--- src/rtl/fifo_burst_reader.sv ---
// fifo_burst_reader: read-side master for sync_fifo.
// Pops exactly len words from the FIFO on a start command and streams them
// downstream on a valid/ready interface. The FIFO's one-cycle registered read
// latency is absorbed by a 2-entry skid buffer. Pops are issued on credit, so
// the block sustains one word per cycle and still never overruns the buffer.

module fifo_burst_reader #(
  parameter int DATA_WIDTH = 8,
  parameter int CNT_WIDTH  = 8
) (
  input  logic                  clk,
  input  logic                  rst,
  input  logic                  start,
  input  logic [CNT_WIDTH-1:0]  len,
  output logic                  busy,
  output logic                  done,
  output logic [CNT_WIDTH-1:0]  words_out,
  output logic                  fifo_rd_en,
  input  logic                  fifo_empty,
  input  logic [DATA_WIDTH-1:0] fifo_rdata,
  output logic                  m_valid,
  output logic [DATA_WIDTH-1:0] m_data,
  input  logic                  m_ready
);

  typedef enum logic [1:0] {
    IDLE = 2'd0,
    RUN  = 2'd1,
    DONE = 2'd2
  } state_t;

  localparam logic [CNT_WIDTH-1:0] CNT_ONE  = {{(CNT_WIDTH-1){1'b0}}, 1'b1};
  localparam logic [CNT_WIDTH-1:0] CNT_ZERO = '0;

  state_t                 state;
  state_t                 state_next;

  logic [CNT_WIDTH-1:0]   len_q;
  logic [CNT_WIDTH-1:0]   issued;
  logic [CNT_WIDTH-1:0]   delivered;

  // A pop issued last cycle: its data appears on fifo_rdata this cycle.
  logic                   inflight;

  // Skid buffer: head feeds m_data, tail only fills when the head is stalled.
  logic [1:0]             occ;
  logic [DATA_WIDTH-1:0]  skid_head;
  logic [DATA_WIDTH-1:0]  skid_tail;

  logic                   pop_now;
  logic                   capture;
  logic                   last_handshake;
  logic                   accept_start;
  logic [2:0]             credit;

  // Handshake, capture and credit terms shared by the FSM and the datapath.
  always_comb begin
    pop_now        = m_valid && m_ready;
    capture        = inflight;
    last_handshake = pop_now && ((delivered + CNT_ONE) == len_q);
    accept_start   = (state == IDLE) && start;
    credit         = {1'b0, occ} + {2'b00, inflight} - {2'b00, pop_now};
  end

  // Pop request: only while running, only with data available, only while
  // words remain to be fetched, and only when the skid buffer has room for
  // everything already committed (held words plus the word in flight).
  always_comb begin
    fifo_rd_en = 1'b0;
    if ((state == RUN) && !fifo_empty && (issued < len_q) && (credit < 3'd2)) begin
      fifo_rd_en = 1'b1;
    end
  end

  // State register.
  always_ff @(posedge clk) begin
    if (rst) begin
      state <= IDLE;
    end else begin
      state <= state_next;
    end
  end

  // Next-state logic: a zero-length burst skips straight to DONE.
  always_comb begin
    state_next = state;
    case (state)
      IDLE: begin
        if (start) begin
          state_next = (len == CNT_ZERO) ? DONE : RUN;
        end
      end
      RUN: begin
        if (last_handshake) begin
          state_next = DONE;
        end
      end
      DONE: begin
        state_next = IDLE;
      end
      default: begin
        state_next = IDLE;
      end
    endcase
  end

  // Status outputs decoded from the state and the skid buffer.
  always_comb begin
    busy    = (state != IDLE);
    done    = (state == DONE);
    m_valid = (occ != 2'd0);
    m_data  = skid_head;
  end

  // Burst counters: latched on an accepted start, then advanced per pop
  // and per downstream handshake. words_out keeps its value after done.
  always_ff @(posedge clk) begin
    if (rst) begin
      len_q     <= CNT_ZERO;
      issued    <= CNT_ZERO;
      delivered <= CNT_ZERO;
      words_out <= CNT_ZERO;
    end else if (accept_start) begin
      len_q     <= len;
      issued    <= CNT_ZERO;
      delivered <= CNT_ZERO;
      words_out <= CNT_ZERO;
    end else begin
      if (fifo_rd_en) begin
        issued <= issued + CNT_ONE;
      end
      if (pop_now) begin
        delivered <= delivered + CNT_ONE;
        words_out <= words_out + CNT_ONE;
      end
    end
  end

  // Track the pop that is one cycle away from producing read data.
  always_ff @(posedge clk) begin
    if (rst) begin
      inflight <= 1'b0;
    end else begin
      inflight <= fifo_rd_en;
    end
  end

  // Skid buffer update; capture and pop together keep occupancy unchanged.
  always_ff @(posedge clk) begin
    if (rst) begin
      occ       <= 2'd0;
      skid_head <= '0;
      skid_tail <= '0;
    end else begin
      case ({capture, pop_now})
        2'b10: begin
          if (occ == 2'd0) begin
            skid_head <= fifo_rdata;
            occ       <= 2'd1;
          end else begin
            skid_tail <= fifo_rdata;
            occ       <= 2'd2;
          end
        end
        2'b01: begin
          if (occ == 2'd2) begin
            skid_head <= skid_tail;
            occ       <= 2'd1;
          end else begin
            occ       <= 2'd0;
          end
        end
        2'b11: begin
          if (occ == 2'd2) begin
            skid_head <= skid_tail;
            skid_tail <= fifo_rdata;
          end else begin
            skid_head <= fifo_rdata;
          end
        end
        default: begin
          occ <= occ;
        end
      endcase
    end
  end

endmodule
--- config.mk ---
export PLATFORM = sky130hd
export DESIGN_NAME = fifo_burst_reader
export DESIGN_NICKNAME = d
export VERILOG_FILES = /design/src/rtl/fifo_burst_reader.sv
export SDC_FILE = /design/constraint.sdc
export NUM_CORES = 1
export LEC_CHECK = 0
export BUFFER_PORTS_ARGS = -buffer_cell sky130_fd_sc_hd__clkbuf_2
export CAP_MARGIN = 40
export CELL_PAD_IN_SITES_DETAIL_PLACEMENT = 1
export CELL_PAD_IN_SITES_GLOBAL_PLACEMENT = 1
export CORE_UTILIZATION = 40
export CTS_CLUSTER_SIZE = 16
export DETAILED_ROUTE_END_ITERATION = 12
export PLACE_DENSITY = 0.86
export SLEW_MARGIN = 10
export SYNTH_ARGS = -nofsm -noshare
export SYNTH_HDL_FRONTEND = slang
export SYNTH_SLANG_ARGS = --single-unit
--- constraint.sdc ---
create_clock -name clk -period 6.37 [get_ports clk]
set_clock_uncertainty 0.15 [all_clocks]
set_input_delay 0.3185 -clock clk [delete_from_list [all_inputs] [get_ports clk]]
set_output_delay 0.3185 -clock clk [all_outputs]
set_load 0.01 [all_outputs]
==> results.ini, run 1 <==
[finish]
fillCellCount=774
nNetsFinal=379
drive_gt1_frac=0.181
diodes=0
seqCellArea_mm2=0.00106
multiInputGateArea_mm2=0.00154
synthToLayoutAreaGrowth_pct=12.7

[yosys]
synth_top_area_share=0.392
synth_cell_types=48
yosysWarnings=0
netlist_instances=305
synth_seq_cells=53
synth_edf_count=0
yosys-top-cells-area=dfxtp_1 (39%), nor2_1 (7.5%), ha_1 (6.9%)
synthArstFlopShare=0
netlist_area_mm2=0.00271
synth_nets=342
synth_ff_type=dfxtp_1
yosysTopAreaCell=dfxtp_1
yosysSeqAreaShare=0.392
syn_avg_cell_area_um2=8.87

[hold_path]
worstHoldEndpoint=len_q[0]$_SDFFE_PP0P_
min_path_cells=3
hold_start=len[0]
hold_path_class=in -> reg

[critical_path]
worstReg2RegStart=occ[1]$_SDFFE_PP0N_
required_ns=5.90
reg2reg_slack_ns=2.79
r2r_cells=11
cp-start-kind=flop
arrival_ns=3.18
rr_endpoint=issued[7]$_SDFFE_PP0P_
critPathMaxFanout=10
path_class=reg -> out
cp-end-kind=primary output

[pwr]
total_power_uw=626
leakage_nw=1.23
power_density_mw_per_mm2=205
vdd_ir_drop_max_mv=0.100

[sta]
rsz0062_at_grt=no
clock.fmax_mhz=274
tightest_slew_ns=0.660
slew_headroom=0.560
period_share=0.573
fin_crit_ns=3.65
hold_viol_final=0
setup-violations-final=0
drv_slew=0
fin_setup_tns_ns=0

[floorplanning]
initial_core_util=0.421
core_area_mm2=0.00642
ios=41
die-area_mm2=0.00710
fp.dieH_um=84.3
rows=29
die_x_um=84.3

[grt]
overflow=0
antenna_found_initial=0
grt_pass1_wl_mm=11.1
grt_usage=0.192
grt_start_max_net_pins=31
grt_pass1_vias=2371

[routing]
ant_nets=0
routed_via_density=5.43
drtPass1Iterations=8
wl_mm=6.43
drt_iter0_drc=65
num_vias=2280
wl_per_cell_um=15.3
drc=4

[clock_network]
cts_buffers=5
cts_max_level=2
ctsResizeCount=0
clk_latency_ns=0.30
cts_tree=yes
clk_path_buf_depth=2
clk_pin_slew_ns=0.10
cts_root_buf=clkbuf_8
cts_setup_buffers=0
numClockSinks=53
holdBufCountCts=0

[placed_design]
dp_hpwl_mm=4.78
port_buffers=40
gp_congestion=0.819

[run]
cap_viol_max_count=0

[run_status]
violations=DRC
status=finished with violations

## synthesized netlist by cell type (all sizes together), types with 2 or more instances
| cell | n |
|---|---|
| a2111oi | 2 |
| a211oi | 8 |
| a21oi | 22 |
| a22oi | 8 |
| and3 | 4 |
| and4 | 2 |
| buf | 4 |
| clkbuf | 8 |
| dfxtp | 53 |
| ha | 15 |
| inv | 14 |
| mux2i | 11 |
| nand2 | 18 |
| nand3 | 5 |
| nand4 | 7 |
| nor2 | 54 |
| nor2b | 2 |
| nor3 | 2 |
| nor3b | 2 |
| nor4 | 3 |
| o2111ai | 2 |
| o211ai | 2 |
| o21ai | 4 |
| o31ai | 2 |
| or2 | 6 |
| or3 | 5 |
| or4 | 3 |
| xnor2 | 10 |
| xor2 | 15 |
## routing by layer
metal / part of all wire / up-vias / track usage
li1: - / 1142 / -
met1: 0.45 / 1086 / 0.224
met2: 0.51 / 42 / 0.359
met3: 0.030 / 10 / 0.0364
met4: 0.014 / 0 / 0.0470
met5: 0 / - / 0
## kinds of logic (layout without fill, tap and decap cells)
| logic type | Yosys count | in the layout | synth area share |
|---|---|---|---|
| compound gates | 58 | 58 | 0.160 |
| flops | 53 | 53 | 0.392 |
| mux | 12 | 12 | 0.0448 |
| simple gates | 115 | 115 | 0.205 |
| buf+inv | 26 | 64 | 0.0402 |
| xor+xnor | 25 | 25 | 0.0809 |
| fa+ha+maj | 16 | 16 | 0.0767 |
## worst max-delay path, stage by stage (launching register included)
cell and delay, ns:
dfxtp_1 0.49, or2_1 0.20, nand2_1 0.20, ha_1 0.39, inv_1 0.11, nand2_1 0.11, fa_1 0.41, xor2_1 0.18
a2111oi_4 0.38, o211ai_4 0.20, inv_1 0.08, clkbuf_2 0.12
## where the power goes
group / internal [mW] / switching, mW / leakage, nW
Combinational: 0.0345 / 0.0512 / 0.767
Sequential: 0.342 / 0.00892 / 0.429
Clock: 0.0777 / 0.111 / 0.0374
Total: 0.454 / 0.172 / 1.23
## cell usage in the layout, fill, tap and decap left out, types with 8 or more instances in the layout
master    instances
a211oi_1          8
a21oi_1          22
a22oi_1           8
clkbuf_2         40
dfxtp_1          53
ha_1             15
inv_1            13
mux2i_1          11
nand2_1          18
nor2_1           54
xnor2_1          10
xor2_1           15
## flip-flops by register name (all words and copies together) (netlist names)
| register | cells |
|---|---|
| state | 2 |
| issued | 8 |
| words_out | 8 |
| len_q | 8 |
| occ | 2 |
| skid_tail | 8 |
| m_data | 8 |
| delivered | 8 |
| capture | 1 |
## worst max path at each step
stage	startpoint	to	slack, ns	cells after the start
3_5_place_dp	occ[1]$_SDFFE_PP0N_	issued[5]$_SDFFE_PP0P_	2.89	11
6_report	occ[1]$_SDFFE_PP0N_	fifo_rd_en	2.72	11
5_1_grt	occ[1]$_SDFFE_PP0N_	fifo_rd_en	2.51	11
4_1_cts	occ[1]$_SDFFE_PP0N_	fifo_rd_en	2.70	11
2_1_floorplan	occ[1]$_SDFFE_PP0N_	issued[5]$_SDFFE_PP0P_	3.02	11
3_3_place_gp	occ[1]$_SDFFE_PP0N_	issued[5]$_SDFFE_PP0P_	3.06	11
## per-stage QoR
step | utilization | instances | instance area [µm²] | worst slack [ns] | hold slack [ns]
2_1_floorplan | - | 305 | 2710 | 3.02 | 0.306
3_3_place_gp | 0.460 | 411 | 2950 | 3.06 | 0.325
3_5_place_dp | 0.461 | 412 | 2960 | 2.89 | 0.341
4_1_cts | 0.475 | 420 | 3050 | 2.70 | 0.110
5_1_grt | 0.475 | 420 | 3050 | 2.51 | 0.117
6_report | 0.475 | 420 | 3050 | 2.72 | 0.116
## layout make-up
type                            count  area share
Inverter                           14      0.0172
Clock buffer                        6      0.0238
Clock inverter                      2     0.00492
Tap cell                           77      0.0316
Sequential cell                    53       0.348
Timing Repair Buffer               42      0.0706
Multi-Input combinational cell    226       0.504
Note: power is estimated with default switching activity, not from simulation.
==> run 2: changes to the inputs <==
--- a/config.mk
+++ b/config.mk
@@ -9,10 +9,10 @@
 export CAP_MARGIN = 40
 export CELL_PAD_IN_SITES_DETAIL_PLACEMENT = 1
 export CELL_PAD_IN_SITES_GLOBAL_PLACEMENT = 1
-export CORE_UTILIZATION = 40
+export CORE_UTILIZATION = 38
 export CTS_CLUSTER_SIZE = 16
 export DETAILED_ROUTE_END_ITERATION = 12
-export PLACE_DENSITY = 0.86
+export PLACE_DENSITY = 0.85
 export SLEW_MARGIN = 10
 export SYNTH_ARGS = -nofsm -noshare
 export SYNTH_HDL_FRONTEND = slang
==> constraint.sdc (replaced) <==
create_clock -name clk -period 3 [get_ports clk]
set_clock_uncertainty 0.15 [all_clocks]
set_input_delay 0.15 -clock clk [delete_from_list [all_inputs] [get_ports clk]]
set_output_delay 0.15 -clock clk [all_outputs]
set_load 0.01 [all_outputs]
==> run 2 against run 1 <==
The flow finishes with violations (setup timing). Routed wire length grew 20%. Power is 140% higher. Register-to-register slack worse by 2.9 ns. Final cell count up 12%. Critical path depth is 1 higher. Combinational power grew to 2.8 times the previous value. Die area rose by 5.1%. Non-clock buffer count up 31. Worst hold slack better by 0.10 ns. Clock power rose to 2.7 times the previous value. Sequential power is 110% higher.
==> results.ini, run 2 (synthesis gave the netlist of run 1 again) <==
[sta]
drv_slew=0  ; unchanged
setup_ws_ns=-0.113  ; was 2.72 ns
setup-violations-final=5  ; was 0
fin_crit_ns=3.11
hold_viol_final=0  ; unchanged
period_share=1.04
clock.fmax_mhz=321
tightest_slew_ns=0.683  ; was 0.660 ns
rsz0062_at_grt=yes  ; was no
slew_headroom=0.545  ; was 0.560

[finish]
seqCellArea_mm2=0.00107  ; was 0.00106 mm²
layout_common_cells=nor2_1 (54), dfxtp_1 (51), clkbuf_2 (39)  ; was nor2_1 (54), dfxtp_1 (53), clkbuf_2 (40)
synthToLayoutAreaGrowth_pct=27.9  ; was 12.7%
diodes=0  ; unchanged
drive_gt1_frac=0.235  ; was 0.181
nNetsFinal=410  ; was 379
finalCoreUtilization=0.507  ; was 0.475
fillCellCount=819  ; was 774
multiInputGateArea_mm2=0.00159  ; was 0.00154 mm²
layout_commonest_cell=nor2_1  ; unchanged

[floorplanning]
die_x_um=86.4  ; was 84.3 µm
rows=30  ; was 29
ios=41  ; unchanged
core_area_mm2=0.00683  ; was 0.00642 mm²
fp.dieH_um=86.4  ; was 84.3 µm
initial_core_util=0.396  ; was 0.421
die-area_mm2=0.00746  ; was 0.00710 mm²

[grt]
grt_pass1_wl_mm=12.7  ; was 11.1 mm
overflow=0  ; unchanged
grt_start_max_net_pins=31  ; unchanged
grt_pass1_vias=2650  ; was 2371
antenna_found_initial=0  ; unchanged
grt_usage=0.219  ; was 0.192

[critical_path]
required_ns=3.09  ; was 5.90 ns
crit_chain=or2_4 -> nand2_4 -> ha_4 -> inv_4 -> nand2_4 -> fa_1 -> nand4bb_1 -> a2111oi_4 -> o211ai_4 -> buf_6 -> or4_4 -> a21oi_2  ; was or2_1 -> nand2_1 -> ha_1 -> inv_1 -> nand2_1 -> fa_1 -> xor2_1 -> a2111oi_4 -> o211ai_4 -> inv_1 -> clkbuf_2
cp_num_buf_inv=2  ; was 3
cp_common_cell=nand2_4
crit_slowest_cell=fa_1  ; was dfxtp_1
arrival_ns=3.20  ; was 3.18 ns
critPathMaxStageDelay_ns=0.49  ; about the same
critPathMaxFanout=5  ; was 10
cp_top_family=simple AND/OR/NAND/NOR gates  ; was adder cells
path_class=reg -> reg  ; was reg -> out
reg2reg_slack_ns=-0.11  ; was 2.79 ns
cp-start-kind=flop  ; unchanged
cp-end-kind=flop  ; was primary output

[pwr]
vdd_ir_drop_max_mv=0.231  ; was 0.100 mV
power_density_mw_per_mm2=433  ; was 205 mW/mm²
leakage_nw=1.42  ; was 1.23 nW
total_power_mw=1.50  ; was 626 µW

[clock_network]
clk_path_buf_depth=2  ; unchanged
cts_root_buf=clkbuf_8  ; unchanged
cts_tree=yes  ; unchanged
cts_max_level=2  ; unchanged
clk_latency_ns=0.31  ; was 0.30 ns
cts_buffers=5  ; unchanged
clk_pin_slew_ns=0.09  ; was 0.10 ns
numClockSinks=53  ; unchanged

[routing]
drtPass1Iterations=4  ; was 8
num_vias=2465  ; was 2280
wl_per_cell_um=16.4  ; was 15.3 µm
drc=0  ; was 4
drt_iter0_drc=85  ; was 65
routed_via_density=5.24  ; was 5.43
ant_nets=0  ; unchanged
wl_mm=7.69  ; was 6.43 mm

[placed_design]
dp_hpwl_mm=5.08  ; was 4.78 mm
port_buffers=40  ; unchanged
post-place-ws_ns=-0.112  ; was 2.89 ns
gp_congestion=0.779  ; was 0.819

[hold_path]
hold_path_class=in -> reg  ; unchanged

[run]
cap_viol_max_count=0  ; unchanged

[run_status]
status=finished with violations  ; unchanged
violations=setup timing  ; was DRC

[run 2: timing repair]
action / 4_1_cts / 5_1_grt
hold endpoints to repair: 17 / 0
hold buffers: 17 / 0
gates resized for setup: 3 / 10
buffers inserted: 5 / 3
endpoints found under the setup margin: 6 / 9
pin swaps: 9 / 5
cloned: 0 / 0
[run 2: per-stage QoR]
stage | hold WS [ns] | std cells | setup TNS [ns] | cell area (µm²)
3_3_place_gp | 0.247 | 437 | 0 | 3080
4_1_cts | 0.166 | 467 | -0.597 | 3410
5_1_grt | 0.230 | 470 | -0.920 | 3460
6_report | 0.220 | 470 | -0.300 | 3460
3_5_place_dp | 0.262 | 437 | -0.180 | 3080
2_1_floorplan | 0.139 | 305 | 0 | 2780
[run 2: final timing paths]
check                                          startpoint                        end  cells past startpoint
worst max register to register        occ[1]$_SDFFE_PP0N_     issued[7]$_SDFFE_PP0P_                     12
worst max-delay path                  occ[1]$_SDFFE_PP0N_     issued[7]$_SDFFE_PP0P_                     12
worst min-delay path                              m_ready        occ[1]$_SDFFE_PP0N_                      6
worst min register to register  skid_tail[3]$_SDFFE_PP0P_  skid_tail[3]$_SDFFE_PP0P_                      2
[run 2: tightest hold or removal path: cells and delay by family]
family	cells	cell delay, ns
compound gates	1	0.07
buf+inv	2	0.14
fa+ha+maj	1	0.14
simple gates	2	0.12
[run 2: layout make-up]
class / instances / area share
clock buffer: 7 / 0.0249
tap: 96 / 0.0347
clock inverter: 1 / 0.00868
multi-input combinational: 226 / 0.460
sequential: 53 / 0.308
timing repair buffer: 73 / 0.147
inverter: 14 / 0.0166
[run 2: where the power goes]
group,internal (mW),switching [mW]
Clock,0.273,0.240
Combinational,0.112,0.132
Sequential,0.725,0.0171
[run 2: metal layers]
metal	global-route usage	vias to the layer above	wire length [µm]
li1	-	1211	-
met4	0.0742	0	177
met3	0.0486	15	302
met5	0	-	0
met2	0.403	54	3970
met1	0.250	1185	3240
